## config.mk

```make
export PLATFORM = sky130hd
export DESIGN_NAME = tmp3_scheduler
export DESIGN_NICKNAME = d
export VERILOG_FILES = /design/src/rtl/tmp3_scheduler_pkg.sv /design/src/rtl/tmp3_period_timer.sv /design/src/rtl/tmp3_scheduler.sv
export SDC_FILE = /design/constraint.sdc
export NUM_CORES = 1
export LEC_CHECK = 0
export CORE_ASPECT_RATIO = 1.75
export CORE_MARGIN = 2
export CORE_UTILIZATION = 35
export CTS_CLUSTER_DIAMETER = 60
export DETAILED_ROUTE_END_ITERATION = 10
export DONT_BUFFER_PORTS = 1
export PLACE_DENSITY_LB_ADDON = 0.08
export SYNTH_ARGS = -nofsm -noshare
export SYNTH_HDL_FRONTEND = slang
export SYNTH_SLANG_ARGS = --single-unit
```

## constraint.sdc

```tcl
create_clock -name clk -period 2.68 [get_ports clk]
set_clock_uncertainty 0.15 [all_clocks]
set_input_delay 0.536 -clock clk [delete_from_list [all_inputs] [get_ports clk]]
set_output_delay 0.536 -clock clk [all_outputs]
set_load 0.05 [all_outputs]
```

## src/rtl/tmp3_scheduler_pkg.sv

```systemverilog
// ============================================================================
// tmp3_scheduler_pkg: shared TMP3 state encodings, config layout and widths.
// Rev 1.0
// ============================================================================
`default_nettype none

package tmp3_scheduler_pkg;

    localparam int TEMP_W = 12;
    localparam int THR_W  = 9;
    localparam int CFG_W  = 6;

    typedef enum logic [2:0] {
        ST_IDLE      = 3'd0,
        ST_CFG_APPLY = 3'd1,
        ST_CFG_PUSH  = 3'd2,
        ST_WR_ISSUE  = 3'd3,
        ST_WR_WAIT   = 3'd4,
        ST_RD_ISSUE  = 3'd5,
        ST_RD_WAIT   = 3'd6
    } state_t;

    // Field order matches the cfg_in bus, MSB first.
    typedef struct packed {
        logic       interrupt_mode;
        logic       alert_polarity;
        logic [1:0] fault_queue;
        logic [1:0] resolution;
    } cfg_t;

    function automatic logic temp_lt(input logic [TEMP_W-1:0] a,
                                     input logic [TEMP_W-1:0] b);
        return $signed(a) < $signed(b);
    endfunction

endpackage

`default_nettype wire

```

## src/rtl/tmp3_period_timer.sv

```systemverilog
// ============================================================================
// tmp3_period_timer: free-running PERIOD counter, cleared while disabled.
// Rev 1.0
// ============================================================================
`default_nettype none

module tmp3_period_timer #(
    parameter int PERIOD = 25_000_000
) (
    input  logic clk,
    input  logic rst,
    input  logic enable_i,
    output logic tick_o
);

    localparam int               CNT_W = (PERIOD > 1) ? $clog2(PERIOD) : 1;
    localparam logic [CNT_W-1:0] LAST  = CNT_W'(PERIOD - 1);

    logic [CNT_W-1:0] cnt_q;
    logic [CNT_W-1:0] cnt_d;

    always_comb begin
        cnt_d  = cnt_q;
        tick_o = 1'b0;
        if (!enable_i) begin
            cnt_d = '0;
        end else if (cnt_q == LAST) begin
            cnt_d  = '0;
            tick_o = 1'b1;
        end else begin
            cnt_d = cnt_q + 1'b1;
        end
    end

    always_ff @(posedge clk or negedge rst) begin
        if (!rst) begin
            cnt_q <= '0;
        end else begin
            cnt_q <= cnt_d;
        end
    end

endmodule

`default_nettype wire

```

## src/rtl/tmp3_scheduler.sv

```systemverilog
// ============================================================================
// tmp3_scheduler: serialises config/threshold writes and reads onto the TMP3 driver.
// Rev 1.0
// ============================================================================
`default_nettype none

module tmp3_scheduler
    import tmp3_scheduler_pkg::*;
#(
    parameter int PERIOD  = 25_000_000,
    parameter int TIMEOUT = 2_000_000
) (
    input  logic              clk,
    input  logic              rst,
    input  logic              enable,
    input  logic              sample_now,
    input  logic              cfg_req,
    input  logic [CFG_W-1:0]  cfg_in,
    input  logic              shutdown_in,
    input  logic              lim_req,
    input  logic              hyst_req,
    input  logic [THR_W-1:0]  thr_in,
    input  logic              clr_minmax,
    output logic [1:0]        resolution,
    output logic [1:0]        fault_queue,
    output logic              alert_polarity,
    output logic              interrupt_mode,
    output logic              shutdown,
    output logic              update,
    output logic              write_temperature,
    output logic              write_hyst_nLim,
    output logic [THR_W-1:0]  temperature_i,
    input  logic              busy,
    input  logic              valid_o,
    input  logic [TEMP_W-1:0] temperature_o,
    output logic [TEMP_W-1:0] temp_last,
    output logic [TEMP_W-1:0] temp_min,
    output logic [TEMP_W-1:0] temp_max,
    output logic              sample_valid,
    output logic              minmax_valid,
    output logic              timeout_err,
    output logic              overrun,
    output logic              idle
);

    localparam int              TO_W    = (TIMEOUT > 1) ? $clog2(TIMEOUT) : 1;
    localparam logic [TO_W-1:0] TO_LAST = TO_W'(TIMEOUT - 1);

    state_t            state_q, state_d;
    logic              cfg_pend_q, cfg_pend_d;
    logic              lim_pend_q, lim_pend_d;
    logic              hyst_pend_q, hyst_pend_d;
    logic              smp_pend_q, smp_pend_d;
    cfg_t              cfg_lat_q, cfg_lat_d;
    logic              sd_lat_q, sd_lat_d;
    logic [THR_W-1:0]  lim_lat_q, lim_lat_d;
    logic [THR_W-1:0]  hyst_lat_q, hyst_lat_d;
    cfg_t              cfg_out_q, cfg_out_d;
    logic              shutdown_q, shutdown_d;
    logic [THR_W-1:0]  thr_q, thr_d;
    logic              hyst_sel_q, hyst_sel_d;
    logic              seen_busy_q, seen_busy_d;
    logic [TO_W-1:0]   to_cnt_q, to_cnt_d;
    logic [TEMP_W-1:0] last_q, last_d;
    logic [TEMP_W-1:0] min_q, min_d;
    logic [TEMP_W-1:0] max_q, max_d;
    logic              smp_valid_q, smp_valid_d;
    logic              mm_valid_q, mm_valid_d;
    logic              to_err_q, to_err_d;
    logic              overrun_q, overrun_d;

    logic              period_tick;
    logic              tick_eff;
    logic              capture;

    tmp3_period_timer #(
        .PERIOD (PERIOD)
    ) u_timer (
        .clk      (clk),
        .rst      (rst),
        .enable_i (enable),
        .tick_o   (period_tick)
    );

    // Shutdown mode relies on the driver's own one-shot reads.
    assign tick_eff = period_tick && !shutdown_q;

    always_comb begin
        state_d           = state_q;
        cfg_pend_d        = cfg_pend_q;
        lim_pend_d        = lim_pend_q;
        hyst_pend_d       = hyst_pend_q;
        smp_pend_d        = smp_pend_q;
        cfg_lat_d         = cfg_lat_q;
        sd_lat_d          = sd_lat_q;
        lim_lat_d         = lim_lat_q;
        hyst_lat_d        = hyst_lat_q;
        cfg_out_d         = cfg_out_q;
        shutdown_d        = shutdown_q;
        thr_d             = thr_q;
        hyst_sel_d        = hyst_sel_q;
        seen_busy_d       = seen_busy_q;
        to_cnt_d          = '0;
        last_d            = last_q;
        min_d             = min_q;
        max_d             = max_q;
        smp_valid_d       = 1'b0;
        mm_valid_d        = mm_valid_q;
        to_err_d          = to_err_q;
        overrun_d         = overrun_q;
        update            = 1'b0;
        write_temperature = 1'b0;
        capture           = 1'b0;

        if (cfg_req) begin
            cfg_lat_d = cfg_t'(cfg_in);
            sd_lat_d  = shutdown_in;
        end
        if (lim_req) begin
            lim_lat_d = thr_in;
        end
        if (hyst_req) begin
            hyst_lat_d = thr_in;
        end
        if (tick_eff && smp_pend_q) begin
            overrun_d = 1'b1;
        end

        case (state_q)
            ST_IDLE: begin
                if (cfg_pend_q) begin
                    cfg_pend_d = 1'b0;
                    state_d    = ST_CFG_APPLY;
                end else if (lim_pend_q) begin
                    lim_pend_d = 1'b0;
                    thr_d      = lim_lat_q;
                    hyst_sel_d = 1'b0;
                    state_d    = ST_WR_ISSUE;
                end else if (hyst_pend_q) begin
                    hyst_pend_d = 1'b0;
                    thr_d       = hyst_lat_q;
                    hyst_sel_d  = 1'b1;
                    state_d     = ST_WR_ISSUE;
                end else if (smp_pend_q) begin
                    smp_pend_d = 1'b0;
                    state_d    = ST_RD_ISSUE;
                end
            end
            ST_CFG_APPLY: begin
                cfg_out_d  = cfg_lat_q;
                shutdown_d = sd_lat_q;
                state_d    = ST_CFG_PUSH;
            end
            ST_CFG_PUSH, ST_RD_ISSUE: begin
                if (!busy) begin
                    update  = 1'b1;
                    state_d = ST_RD_WAIT;
                end
            end
            ST_WR_ISSUE: begin
                seen_busy_d = 1'b0;
                if (!busy) begin
                    write_temperature = 1'b1;
                    state_d           = ST_WR_WAIT;
                end
            end
            ST_WR_WAIT: begin
                if (seen_busy_q && !busy) begin
                    state_d = ST_IDLE;
                end else if (to_cnt_q == TO_LAST) begin
                    to_err_d = 1'b1;
                    state_d  = ST_IDLE;
                end else begin
                    to_cnt_d = to_cnt_q + 1'b1;
                    if (busy) begin
                        seen_busy_d = 1'b1;
                    end
                end
            end
            ST_RD_WAIT: begin
                if (valid_o) begin
                    capture = 1'b1;
                    state_d = ST_IDLE;
                end else if (to_cnt_q == TO_LAST) begin
                    to_err_d = 1'b1;
                    state_d  = ST_IDLE;
                end else begin
                    to_cnt_d = to_cnt_q + 1'b1;
                end
            end
            default: begin
                state_d = ST_IDLE;
            end
        endcase

        // New requests win over a same-cycle grant so none is lost.
        if (cfg_req) begin
            cfg_pend_d = 1'b1;
        end
        if (lim_req) begin
            lim_pend_d = 1'b1;
        end
        if (hyst_req) begin
            hyst_pend_d = 1'b1;
        end
        if (sample_now || tick_eff) begin
            smp_pend_d = 1'b1;
        end

        if (clr_minmax) begin
            mm_valid_d = 1'b0;
        end
        if (capture) begin
            last_d      = temperature_o;
            smp_valid_d = 1'b1;
            mm_valid_d  = 1'b1;
            if (!mm_valid_q || clr_minmax) begin
                min_d = temperature_o;
                max_d = temperature_o;
            end else begin
                if (temp_lt(temperature_o, min_q)) begin
                    min_d = temperature_o;
                end
                if (temp_lt(max_q, temperature_o)) begin
                    max_d = temperature_o;
                end
            end
        end
    end

    always_ff @(posedge clk or negedge rst) begin
        if (!rst) begin
            state_q <= ST_IDLE;
        end else begin
            state_q <= state_d;
        end
    end

    always_ff @(posedge clk or negedge rst) begin
        if (!rst) begin
            cfg_pend_q  <= 1'b0;
            lim_pend_q  <= 1'b0;
            hyst_pend_q <= 1'b0;
            smp_pend_q  <= 1'b0;
            cfg_lat_q   <= '0;
            sd_lat_q    <= 1'b0;
            lim_lat_q   <= '0;
            hyst_lat_q  <= '0;
            cfg_out_q   <= '0;
            shutdown_q  <= 1'b0;
            thr_q       <= '0;
            hyst_sel_q  <= 1'b0;
            seen_busy_q <= 1'b0;
            to_cnt_q    <= '0;
            last_q      <= '0;
            min_q       <= '0;
            max_q       <= '0;
            smp_valid_q <= 1'b0;
            mm_valid_q  <= 1'b0;
            to_err_q    <= 1'b0;
            overrun_q   <= 1'b0;
        end else begin
            cfg_pend_q  <= cfg_pend_d;
            lim_pend_q  <= lim_pend_d;
            hyst_pend_q <= hyst_pend_d;
            smp_pend_q  <= smp_pend_d;
            cfg_lat_q   <= cfg_lat_d;
            sd_lat_q    <= sd_lat_d;
            lim_lat_q   <= lim_lat_d;
            hyst_lat_q  <= hyst_lat_d;
            cfg_out_q   <= cfg_out_d;
            shutdown_q  <= shutdown_d;
            thr_q       <= thr_d;
            hyst_sel_q  <= hyst_sel_d;
            seen_busy_q <= seen_busy_d;
            to_cnt_q    <= to_cnt_d;
            last_q      <= last_d;
            min_q       <= min_d;
            max_q       <= max_d;
            smp_valid_q <= smp_valid_d;
            mm_valid_q  <= mm_valid_d;
            to_err_q    <= to_err_d;
            overrun_q   <= overrun_d;
        end
    end

    assign resolution      = cfg_out_q.resolution;
    assign fault_queue     = cfg_out_q.fault_queue;
    assign alert_polarity  = cfg_out_q.alert_polarity;
    assign interrupt_mode  = cfg_out_q.interrupt_mode;
    assign shutdown        = shutdown_q;
    assign write_hyst_nLim = hyst_sel_q;
    assign temperature_i   = thr_q;
    assign temp_last       = last_q;
    assign temp_min        = min_q;
    assign temp_max        = max_q;
    assign sample_valid    = smp_valid_q;
    assign minmax_valid    = mm_valid_q;
    assign timeout_err     = to_err_q;
    assign overrun         = overrun_q;
    assign idle            = (state_q == ST_IDLE) && !cfg_pend_q && !lim_pend_q
                             && !hyst_pend_q && !smp_pend_q;

endmodule

`default_nettype wire

```

==> results.md <==
- CP Launch Type: flip-flop
- DR WL/cell: 17.08 um
- First-pass GRT wire length: around 24000 um
- Pint: 4.660 mW
- Worst VDD drop: 765.6 uV
- Most frequent cells in the layout: 136 x dfrtp_1, 71 x nor2_1, 46 x mux2_2, 36 x buf_4
- R2r setup slk: 0.37 ns
- DRC viols: 0
- DIE AREA: 0.01891 sq mm
- Register area share after synthesis: 54.67%
- Sinks on Clock Net: 136
- Static leakage: 3.384 nW
- Die X-Extent: 104.8 um
- Post-route insts no fill: 838
- GRT overflow: 0
- CP arrival: 1.77 ns
- Final period utilization: 91.76%
- Most used flip-flop cell after synthesis: dfrtp_1
- Cells after synthesis: approximately 560
- Status: finished with violations
- Vias per cell: 4.930
- Clk pin slew, worst setup/hold paths: 0.06 ns
- Slew Viols, Final: 0
- Synth top area cells: dfrtp_1 55%, mux2_2 8.3%, ha_1 4.8%
- Largest net degree at the start of global routing: 137
- Sw frac: 42.83%
- Worst endpoint required time: 1.99 ns
- Max Fclk: 406.6 MHz
- Via count: between 4000 and 5000
- Worst Reg2Reg Path Length in Cells: 8
- CP max stage delay: 0.51 ns
- Initial Util: 35.66%
- Post-layout min period: around 2.5 ns
- Fin util: 41.63%
- CP Max Fanout: 11
- Synth warn: 0
- RD Place Congestion: 0.7676
- Setup CP Type: flip-flop to output port
- Post-CTS setup buffers: 0
- Area delta synth->final: 16.74%
- Num CTS Buffers: 17
- Share of the synthesized area in the top cell type: 54.67%
- Register bit total from synthesis: 136
- Critical-path cell list: nor4_4, nand2_1, nor2_1, buf_4
- Post-Syn Nets: ~620
- Most common cell after layout, fill and taps aside: dfrtp_1
- CP Capture Type: output port
- DP Wirelength: 10220 um
- Bufs on Longest Clock Path: 2
- Number of synthesized flops with an enable pin: 0
- Max H-tree Level: 4
- Wirelength, routed: 14320 um
- WP buf/inv: 1
- # diodes: 0
- Clk_lat worst skew: between 0.4 and 0.5 ns
- Relative slew slack: 58.79%
- Synth area leader: dfrtp_1
- TritonCTS clock tree: yes
- Max_cap viols: 0
- Avg Cell Area, Syn: ~11 sq um
- Fin area: 0.007267 sq mm
- Sw Pwr: 3.491 mW
- Floorplan core area: 0.01746 sq mm
- Hold WC Path Type: primary input to async pin
- Setup Total Neg Slack: 0 ns
- Final setup violation count: 0
- 1st-iter DRT viols: 197
- Clock power share: 26.8%
- Failing checks: negative hold slack
- Logic pwr share: 26.4%
- Final Hold Fails: 136
- CP max-delay cell: dfrtp_1
- PortBufs: 0
- Netlist cell types: 48
- Placement Cell Area: 0.006704 sq mm
- Hold slack: -0.3325 ns
- Placed insts: 806
- Initial antenna violation count: 0
- R2r startpoint: state_q[2]
- Vias in the first global route: 4456
- Row cnt: 64
- Syn Std Cell Area: 0.006225 sq mm
- GR Util All Layers: 16.04%
- R2R Path End: temp_min[7]
- First-pass iteration count of the detailed router: 4
- Nets: approximately 660
- Worst Max-Slew Pin Slew: 0.6169 ns
- Post-synth ARST share: 100.0%
- Total I/O pin count: 98
- Die height: around 180 um
- Final ANT Viol Nets: 0
- Root buffer cell: clkbuf_16
- Pwr/cell area: 1122 mW/mm^2
- Share of cells above drive strength 1: between 15 and 20%
- CP delay by family, top: simple AND/OR/NAND/NOR gates
- RSZ-0062 raised after global routing: false
- Sequential power share: 46.8%
## Yosys cell counts (all sizes together), types with 2 or more instances
cell type / count
dfrtp: 136
nor2: 71
mux2: 46
inv: 31
nand2: 30
xor2: 30
nand3: 29
ha: 24
mux2i: 21
o21ai: 20
a21oi: 18
xnor2: 12
nand4: 10
buf: 9
clkbuf: 9
nor3: 8
and3: 7
a21o: 6
and4: 4
nand2b: 4
nor2b: 4
nor3b: 3
nor4: 3
a211oi: 2
nand4b: 2
o21bai: 2
or4: 2
## power by group through the flow
| stage | logic (mW) | clock network (mW) | registers [mW] |
|---|---|---|---|
| floorplan | 1.11 | 0 | 4.23 |
| CTS | 2.19 | 2.26 | 3.83 |
| global route | 2.38 | 2.34 | 3.88 |
| global placement | 2.15 | 0 | 3.84 |
| finish | 2.16 | 2.18 | 3.81 |
| detailed placement | 2.18 | 0 | 3.86 |
## worst max path at each step
stage                           from  slack (ns)      endpoint  cells after the start
global route              state_q[1]        0.05          idle                      4
finish                    state_q[1]        0.22          idle                      4
CTS                       state_q[1]        0.10          idle                      4
floorplan               temp_min[11]        0.17  temp_min[10]                      8
global placement    temperature_o[9]        0.30  temp_max[11]                      9
detailed placement  temperature_o[9]        0.28   temp_max[1]                      9
## layout make-up
type | instances | area [sq um]
fill | 1777 | 10190
sequential | 136 | 3403
multi-input combinational | 372 | 2640
clock buffer | 20 | 446.7
tap | 231 | 289.0
timing repair buffer | 36 | 270.3
inverter | 31 | 116.4
clock inverter | 12 | 101.3
## metrics by stage
stage,setup WS (ns),total power [mW]
2_1_floorplan,0.1690,5.336
3_3_place_gp,0.3013,5.995
3_5_place_dp,0.2770,6.033
4_1_cts,0.1040,8.274
5_1_grt,0.05170,8.606
6_report,0.2208,8.151
## per-layer routing
layer,vias to the layer above,part of all wire [%],GRT usage [%]
met5,-,0,0
met4,0,2.0,6.187
met3,18,4.9,5.316
met2,69,56,29.56
met1,2057,37,16.54
li1,1987,-,-
## kinds of logic (layout without fill, tap and decap cells)
logic type	count (synthesis)	in the layout	share of synthesized area, %
and+or+nand+nor	179	179	13.79
DFF	136	136	54.67
muxes	67	67	11.70
AOI/OAI and AO/OA	60	60	5.870
buffers and inverters	49	99	3.236
xor gates and xnor gates	42	42	5.910
adders and majority gates	24	24	4.824
## registers in the layout, summed over array words and instances (netlist names), 2 cells and up
signal and count:
temperature_i 9, lim_lat_q 9, temp_max 12, temp_last 12, u_timer.cnt_q 25, temp_min 12, to_cnt_q 21, hyst_lat_q 9
fault_queue 2, resolution 2, state_q 3, cfg_lat_q 6
## timing repair
item	CTS	global route
setup endpoints to repair	1	1
hold endpoints to repair	136	136
gates resized for setup	1	1
gates cloned	0	0
## worst reg2reg max path, delay by kind of cell, from the launching register on
| family | cells | cell delay (ns) |
|---|---|---|
| flip-flops | 1 | 0.57 |
| multiplexers | 1 | 0.13 |
| AO/OA/AOI/OAI | 2 | 0.46 |
| AND/OR/NAND/NOR | 3 | 0.55 |
| buffers and inverters | 2 | 0.33 |
Note: power is estimated with default switching activity, not from simulation.
